## config.mk

```make
export PLATFORM = sky130hd
export DESIGN_NAME = retire_free_list_flat
export DESIGN_NICKNAME = d
export VERILOG_FILES = /design/src/rtl/retire_free_list_if.sv /design/src/rtl/retire_free_list.sv /design/src/flat_wrapper.sv
export SDC_FILE = /design/constraint.sdc
export NUM_CORES = 1
export LEC_CHECK = 0
export CAP_MARGIN = 20
export CORE_UTILIZATION = 51
export CTS_BUF_LIST = sky130_fd_sc_hd__clkbuf_16
export CTS_CLUSTER_SIZE = 12
export DETAILED_ROUTE_END_ITERATION = 10
export PLACE_DENSITY = 0.89
export SLEW_MARGIN = 5
export SYNTH_ARGS = -nofsm -noshare
export SYNTH_HDL_FRONTEND = slang
export SYNTH_SLANG_ARGS = --single-unit
```

## constraint.sdc

```tcl
create_clock -name clk -period 13.2 [get_ports clk]
set_clock_uncertainty 0.15 [all_clocks]
set_input_delay 2.64 -clock clk [delete_from_list [all_inputs] [get_ports clk]]
set_output_delay 2.64 -clock clk [all_outputs]
set_load 0.05 [all_outputs]
```

## src/rtl/retire_free_list_if.sv

```systemverilog
// Retire/free-list bus between the ROB/rename side and retire_free_list.
//   master : rename/ROB side. Drives alloc_req, commit_*, flush and
//            observes alloc_valid/alloc_preg, rrat_map and free_count.
//   slave  : retire_free_list itself.
interface retire_free_list_if #(
  parameter int NUM_REGS = 64
) ();
  localparam int PW    = $clog2(NUM_REGS);
  localparam int DEPTH = NUM_REGS - 32;
  localparam int CW    = $clog2(DEPTH + 1);

  logic            alloc_req;
  logic            alloc_valid;
  logic [PW-1:0]   alloc_preg;
  logic            commit_valid;
  logic [4:0]      commit_arch_rd;
  logic [PW-1:0]   commit_phys_rd;
  logic            flush;
  logic [32*PW-1:0] rrat_map;
  logic [CW-1:0]   free_count;

  modport master (
    output alloc_req, commit_valid, commit_arch_rd, commit_phys_rd, flush,
    input  alloc_valid, alloc_preg, rrat_map, free_count
  );

  modport slave (
    input  alloc_req, commit_valid, commit_arch_rd, commit_phys_rd, flush,
    output alloc_valid, alloc_preg, rrat_map, free_count
  );
endinterface

```

## src/rtl/retire_free_list.sv

```systemverilog
// Retirement RAT plus circular free list of physical registers.
//   clk, rst : clock and asynchronous active-high reset
//   bus      : slave side of retire_free_list_if
//     alloc_req/alloc_valid/alloc_preg : show-ahead pop port toward rename
//     commit_valid/commit_arch_rd/commit_phys_rd : one retirement per cycle
//     flush    : recovery; rebuilds the free list from the RRAT
//     rrat_map : registered RRAT, entry i at [i*PW +: PW]
//     free_count : number of valid free-list entries
module retire_free_list #(
  parameter int NUM_REGS = 64
) (
  input  logic            clk,
  input  logic            rst,
  retire_free_list_if.slave bus
);
  localparam int DEPTH = NUM_REGS - 32;
  localparam int PW    = $clog2(NUM_REGS);
  localparam int CW    = $clog2(DEPTH + 1);
  localparam int HW    = (DEPTH > 1) ? $clog2(DEPTH) : 1;
  localparam logic [CW-1:0] DEPTH_C = CW'(DEPTH);
  localparam logic [HW-1:0] LAST_C  = HW'(DEPTH - 1);

  logic [PW-1:0] rrat_q [32];
  logic [PW-1:0] rrat_d [32];
  logic [PW-1:0] fl_q [DEPTH];
  logic [PW-1:0] fl_d [DEPTH];
  logic [HW-1:0] head_q, head_d;
  logic [HW-1:0] tail_q, tail_d;
  logic [CW-1:0] count_q, count_d;

  logic          alloc_valid;
  logic          push;
  logic          pop;
  logic [PW-1:0] old_preg;

  function automatic logic [HW-1:0] wrap_inc(input logic [HW-1:0] p);
    return (p == LAST_C) ? '0 : p + 1'b1;
  endfunction

  assign alloc_valid     = (count_q != '0);
  assign bus.alloc_valid = alloc_valid;
  assign bus.alloc_preg  = fl_q[head_q];
  assign bus.free_count  = count_q;

  generate
    for (genvar gi = 0; gi < 32; gi++) begin : g_rrat_map
      assign bus.rrat_map[gi*PW +: PW] = rrat_q[gi];
    end
  endgenerate

  always_comb begin
    push     = bus.commit_valid && (bus.commit_arch_rd != 5'd0);
    // A flush discards rename's same-cycle pop.
    pop      = bus.alloc_req && alloc_valid && !bus.flush;
    old_preg = rrat_q[bus.commit_arch_rd];
    rrat_d   = rrat_q;
    fl_d     = fl_q;
    tail_d   = tail_q;
    head_d   = head_q;
    count_d  = count_q;

    // The superseded mapping goes back to the free list at tail.
    if (push) begin
      rrat_d[bus.commit_arch_rd] = bus.commit_phys_rd;
      fl_d[tail_q]               = old_preg;
      tail_d                     = wrap_inc(tail_q);
    end

    if (bus.flush) begin
      // The DEPTH slots from the post-retire tail onward are exactly the
      // registers not named by the updated RRAT, so the list becomes full.
      head_d  = tail_d;
      count_d = DEPTH_C;
    end else begin
      if (pop) head_d = wrap_inc(head_q);
      if (push && !pop)      count_d = count_q + 1'b1;
      else if (pop && !push) count_d = count_q - 1'b1;
    end
  end

  always_ff @(posedge clk or posedge rst) begin
    if (rst) begin
      for (int i = 0; i < 32; i++) rrat_q[i] <= PW'(i);
      for (int j = 0; j < DEPTH; j++) fl_q[j] <= PW'(32 + j);
      head_q  <= '0;
      tail_q  <= '0;
      count_q <= DEPTH_C;
    end else begin
      rrat_q  <= rrat_d;
      fl_q    <= fl_d;
      head_q  <= head_d;
      tail_q  <= tail_d;
      count_q <= count_d;
    end
  end

  // Retiring into a full list would overwrite a live free entry.
  a_no_push_when_full: assert property (
    @(posedge clk) disable iff (rst) !(push && count_q == DEPTH_C)
  );
endmodule

```

## src/flat_wrapper.sv

```systemverilog
// flat-port wrapper written by rule: the top's interface ports become plain ports
module retire_free_list_flat 
#(
  parameter int NUM_REGS = 64
)
  (clk, rst, bus_alloc_req, bus_commit_valid, bus_commit_arch_rd, bus_commit_phys_rd, bus_flush, bus_alloc_valid, bus_alloc_preg, bus_rrat_map, bus_free_count);
  retire_free_list_if #(.NUM_REGS(NUM_REGS)) bus_i ();
  input  logic clk;
  input  logic rst;
  input wire logic [$bits(bus_i.alloc_req)-1:0] bus_alloc_req;
  input wire logic [$bits(bus_i.commit_valid)-1:0] bus_commit_valid;
  input wire logic [$bits(bus_i.commit_arch_rd)-1:0] bus_commit_arch_rd;
  input wire logic [$bits(bus_i.commit_phys_rd)-1:0] bus_commit_phys_rd;
  input wire logic [$bits(bus_i.flush)-1:0] bus_flush;
  output wire logic [$bits(bus_i.alloc_valid)-1:0] bus_alloc_valid;
  output wire logic [$bits(bus_i.alloc_preg)-1:0] bus_alloc_preg;
  output wire logic [$bits(bus_i.rrat_map)-1:0] bus_rrat_map;
  output wire logic [$bits(bus_i.free_count)-1:0] bus_free_count;
  assign bus_i.alloc_req = bus_alloc_req;
  assign bus_i.commit_valid = bus_commit_valid;
  assign bus_i.commit_arch_rd = bus_commit_arch_rd;
  assign bus_i.commit_phys_rd = bus_commit_phys_rd;
  assign bus_i.flush = bus_flush;
  assign bus_alloc_valid = bus_i.alloc_valid;
  assign bus_alloc_preg = bus_i.alloc_preg;
  assign bus_rrat_map = bus_i.rrat_map;
  assign bus_free_count = bus_i.free_count;
  retire_free_list #(.NUM_REGS(NUM_REGS)) u_core (.clk(clk), .rst(rst), .bus(bus_i));
endmodule
```

==> flow_metrics.tcl, run 1 <==
set metrics [dict create \
    critPathKind "register to output port" \
    syn_area_per_cell_um2 12.0 \
    area_delta_synth_final_pct 19.0 \
    vias 13832 \
    synth_nets 1599 \
    grt_use_met2_pct 48.3 \
    clockRootBuffer "clkbuf_16" \
    seq_area_um2 10300 \
    ctsResizeCount 0 \
    drv_slew 0 \
    htree_levels 2 \
    synth_xor_area_share_pct 0.225 \
    pwr-share-clk_pct 23.4 \
    crit_family "buffers and inverters" \
    wl_mm 53.9 \
    synth_top_family_by_area "multiplexers" \
    min_period_ns 6.61 \
    dp_cells 2154 \
    die_x_um 195 \
    via_per_inst 6.20 \
    synth_top_area_share_pct 27.4 \
    final_area_um2 22500 \
    busiest_layer "met2" \
    peakVddDrop_mv 0.150 \
    start_util_pct 51.8 \
    met3_usage_pct 6.96 \
    power_switching_w 0.00181 \
    setup_violations 0 \
    share_seq_of_total_power_pct 40.9 \
    combPwrFrac_pct 35.7 \
    start_kind "register" \
    synth-edff-count 0 \
    crit_chain "buf_4 > mux4_2 > mux4_2 > nand2_1 > o211ai_1 > clkdlybuf4s50_1" \
    mappedNetlistArea_um2 18900 \
    rsz0062_at_grt "no" \
    cts_buffers 42 \
    synthTopCellsByCount "nand2_1 (220), dfrtp_1 (207), mux2_2 (195)" \
    synthTopCellsByArea "dfrtp_1 (27%), dfstp_2 (27%), mux2_2 (12%)" \
    slew_headroom_pct 20.7 \
    gp_congestion 0.896 \
    wire_per_inst_um 24.2 \
    critical_path_buf_inv_count 2 \
    p_int_w 0.00289 \
    ys_ff_latch 400 \
    hold_viol 0 \
    post-cts-setup-buffer-count 0 \
    max_freq_mhz 151 \
    dr.pass1.iters 7 \
    fin_setup_tns_ns 0 \
    post-route-drc-count 0 \
    cts_buffer_depth 3 \
    tritoncts "yes" \
    synth_simple_gate_area_share_pct 9.28 \
    min_path_type "register to register" \
    cap_violations 0 \
    antenna_left 0 \
    die-area_um2 37900 \
    overflow 0 \
    cts_sinks 400 \
    leakagePower_nw 9.33 \
    pin_count 221 \
    num-fill-cells 2636 \
    insertion_delay_ns 0.56 \
    path_common_cell "mux4_2" \
    synth_top_area_cell "dfrtp_1" \
    dpl.hpwl_mm 35.8 \
    critPathCaptureType "output port" \
    worst_path_largest_cell_delay_ns 0.72 \
    synth.mux.area_fraction_pct 23.3 \
    yosysMostFrequentCell "nand2_1" \
    min_period_over_period_pct 50.1 \
    stdcell_count 2231 \
    swShare_pct 38.4 \
    grt_antenna_before_repair 0 \
    dpl-instance-area_um2 21300 \
    ys_async_sr_fraction_pct 100 \
    hold_buffers 0 \
    synthAdderAreaFrac_pct 0.834 \
    power_density_nw_per_um2 209 \
    die_y_um 195 \
    cp_max_fo 34 \
    antenna_cells 0 \
    run_status "finished clean" \
    grt_max_degree 174 \
    synth_compound_area_share_pct 8.51 \
    synth_ff_type "dfrtp_1" \
    cp.arrival_ns 3.82 \
    multi_input_area_um2 7970 \
    path_clk_slew_ns 0.06 \
    layout-drive-gt1-share_pct 29.6 \
    worst_pin_slew_ns 1.18 \
    grt_pass1_vias 14379 \
    nets 1758 \
    grt_usage_pct 28.8 \
    rows 70 \
    grt_pass1_wl_mm 84.5 \
    io_buffer_count 220 \
    coreArea_um2 36500 \
    first_iter_violations 1372 \
    cp_data_required_time_ns 10.41 \
    syn_inst 1571 \
    ys_seq_area_share_pct 54.2 \
    crit_slowest_cell "clkdlybuf4s50_1" \
    synth_cell_types 62 \
    use_met1_pct 35.5 \
    postLayoutCoreUtil_pct 61.6 \
    yosysWarnings 0 \
]
state kept, by name, summed over array words and instances, names as in the netlist:
| register | count |
|---|---|
| u_core.head_q | 5 |
| u_core.fl_q | 192 |
| u_core.bus.free_count | 6 |
| u_core.tail_q | 5 |
| u_core.bus.rrat_map | 192 |
final timing paths:
path	from	endpoint	slack (ns)	depth (start not counted)
max	u_core.head_q[0]	bus_alloc_preg[5]	6.59	6
min	u_core.bus.rrat_map[3]	u_core.bus.rrat_map[3]	0.26	0
max reg2reg	u_core.bus.free_count[0]	u_core.bus.free_count[5]	10.15	9
min reg2reg	u_core.bus.rrat_map[3]	u_core.bus.rrat_map[3]	0.26	0
max in group asynchronous	rst	u_core.bus.rrat_map[121]	8.42	4
min in group asynchronous	rst	u_core.bus.free_count[2]	2.40	2
cell families (layout without fill, tap and decap cells):
group	count (synthesis)	in the layout
AO/OA/AOI/OAI	289	289
XOR/XNOR	4	4
AND/OR/NAND/NOR	368	368
multiplexers	361	361
adder cells (fa/ha/maj)	12	12
flip-flops	400	400
buffers and inverters	137	329
final cells by class:
class                      count  share of cell area (%)
sequential                   400                    45.6
tap                          468                    2.60
inverter                       9                   0.167
timing repair buffer         243                    10.7
clock buffer                  45                    5.00
multi-input combinational   1034                    35.4
clock inverter                32                   0.561
layout by cell type, fill, tap and decap left out, drive strengths merged, types with 5 or more instances in the layout:
cell type	instances
nand2	220
clkdlybuf4s50	219
dfrtp	207
o21ai	201
mux2	195
dfstp	193
mux2i	122
o22ai	46
clkbuf	45
mux4	44
nand3	32
nor2	29
inv	26
buf	24
nand4	15
or4	14
clkinv	14
nor2b	11
ha	11
a21oi	9
nand2b	9
nor3	6
a22oi	5
metal layers:
metal  up-vias  share of wire (%)
li1       5975                  -
met1      7034                 38
met2       678                 49
met3       145                8.4
met4         0                4.4
met5         -                  0
through the flow:
stage / hold slack (ns) / worst slack (ns) / total power, W
2_1_floorplan: 0.292 / 5.18 / 0.00303
3_3_place_gp: 0.245 / 6.62 / 0.00351
3_5_place_dp: 0.244 / 6.45 / 0.00359
4_1_cts: 0.259 / 6.54 / 0.00470
5_1_grt: 0.267 / 6.42 / 0.00489
6_report: 0.260 / 6.59 / 0.00470
power groups by stage:
stage                     registers (W)  logic [W]  clock network [W]
after global routing            0.00196    0.00178            0.00116
after floorplan                 0.00224   0.000789                  0
after CTS                       0.00192    0.00168            0.00110
final                           0.00192    0.00168            0.00110
after detailed placement        0.00193    0.00166                  0
after global placement          0.00189    0.00162                  0
(Power assumes the default switching activity.)
==> run 2: changes to the inputs <==
clock period = 5.66 ns   (was 13.2 ns; I/O delays follow)
==> flow_metrics.tcl, run 2 (same netlist as run 1, synthesis figures left out) <==
set metrics [dict create \
    worst_pin_slew_ns 1.11 \
    grt_max_degree 171 \
    tritoncts "yes" \
    antenna_left 0 \
    layout-drive-gt1-share_pct 29.9 \
    slew_headroom_pct 25.5 \
    grt_pass1_vias 14239 \
    wire_per_inst_um 24.0 \
    dr.pass1.iters 5 \
    path_clk_slew_ns 0.06 \
    min_period_over_period_pct 89.7 \
    multi_input_area_um2 7970 \
    pre_cts_slack_ns 0.758 \
    grt_usage_pct 28.9 \
    hold_viol 0 \
    cp_data_required_time_ns 4.38 \
    ctsResizeCount 0 \
    critPathKind "register to output port" \
    dpl.hpwl_mm 36.4 \
    seq_area_um2 10300 \
    critPathCaptureType "output port" \
    antenna_cells 0 \
    num-fill-cells 2656 \
    via_per_inst 6.14 \
    die_x_um 195 \
    start_util_pct 51.8 \
    crit_slowest_cell "dfrtp_2" \
    start_kind "register" \
    mostFrequentLayoutCells "nand2_1 (220), clkdlybuf4s50_1 (219), dfrtp_1 (205), mux2_2 (195), dfstp_2 (193)" \
    worst_path_largest_cell_delay_ns 1.00 \
    grt_antenna_before_repair 1 \
    leakagePower_nw 9.38 \
    die-area_um2 37900 \
    cap_violations 0 \
    cts_sinks 400 \
    coreArea_um2 36500 \
    htree_levels 2 \
    crit_chain "buf_4 > mux4_2 > mux2_2 > a32oi_1 > nand2_1 > clkdlybuf4s50_1" \
    cp.arrival_ns 3.79 \
    clockRootBuffer "clkbuf_16" \
    wl_mm 53.7 \
    grt_pass1_wl_mm 84.4 \
    power_density_nw_per_um2 489 \
    area_delta_synth_final_pct 19.5 \
    post-cts-setup-buffer-count 0 \
    timing.hold.ws_ns 0.251 \
    final.setup.worst_slack_ns 0.585 \
    post-route-drc-count 0 \
    drv_slew 0 \
    overflow 0 \
    max_freq_mhz 197 \
    setup_violations 0 \
    vias 13740 \
    cp_max_fo 32 \
    insertion_delay_ns 0.59 \
    nets 1763 \
    gp_congestion 0.933 \
    final_common_cell "nand2_1" \
    min_path_type "register to register" \
    cts_buffers 43 \
    cts_buffer_depth 3 \
    rsz0062_at_grt "no" \
    run_status "finished clean" \
    io_buffer_count 220 \
    first_iter_violations 1159 \
    min_period_ns 5.07 \
    pin_count 221 \
    die_y_um 195 \
    hold_buffers 0 \
    peakVddDrop_mv 0.369 \
    rows 70 \
]
==> run 2: cell types whose count changed in the layout (fill, tap and decap cells not counted), sizes merged <==
cell / before / now
clkinvlp: 1 / 2
inv: 26 / 30
clkinv: 14 / 12
buf: 24 / 28
bufinv: 0 / 1
clkbuf: 45 / 44
==> run 2: per-layer routing <==
metal	global-route usage, %	wire length [um]
met5	0	0
met4	13.1	2550
met3	7.70	4440
met2	48.5	26400
met1	35.0	20200
==> run 2: critical path, delay by kind of cell, from the launching register on <==
family | cells | cell delay [ns]
AOI/OAI and AO/OA | 1 | 0.15
muxes | 2 | 0.84
and+or+nand+nor | 1 | 0.11
buffers and inverters | 2 | 1.10
DFF | 1 | 1.00
==> run 2: worst paths after layout <==
| path | slack (ns) | end | depth (start not counted) | start |
|---|---|---|---|---|
| worst max-delay path | 0.59 | bus_alloc_preg[3] | 6 | u_core.head_q[0] |
| min in group asynchronous | 0.80 | u_core.bus.rrat_map[7] | 2 | rst |
| worst max register to register | 2.49 | u_core.bus.free_count[5] | 9 | u_core.bus.free_count[0] |
| worst min-delay path | 0.25 | u_core.bus.rrat_map[3] | 0 | u_core.bus.rrat_map[3] |
| worst min register to register | 0.25 | u_core.bus.rrat_map[3] | 0 | u_core.bus.rrat_map[3] |
| max in group asynchronous | 3.27 | u_core.bus.rrat_map[141] | 3 | rst |
==> run 2: power breakdown <==
group	switching, W	total [W]	internal [W]
Sequential	0.000680	0.00454	0.00386
Combinational	0.00241	0.00388	0.00147
Clock	0.00117	0.00263	0.00146
==> run 2: metrics by stage <==
| step | setup TNS (ns) | cell area (um2) | power, W | instances | utilization (%) |
|---|---|---|---|---|---|
| 3_5_place_dp | 0 | 21300 | 0.00841 | 2158 | 58.3 |
| 6_report | 0 | 22600 | 0.0111 | 2238 | 61.9 |
| 5_1_grt | 0 | 22600 | 0.0115 | 2238 | 61.9 |
| 3_3_place_gp | 0 | 21300 | 0.00823 | 2157 | 58.2 |
| 2_1_floorplan | -175.99 | 18900 | 0.00707 | 1571 | - |
| 4_1_cts | 0 | 22600 | 0.0111 | 2238 | 61.9 |
==> run 2: final cells by class <==
cell class,instances,area share [%]
flip-flops and latches,400,45.4
well taps,468,2.59
inverters,9,0.166
repair buffers,247,10.8
clock buffers,44,4.87
multi-input cells,1034,35.3
clock inverters,36,0.963
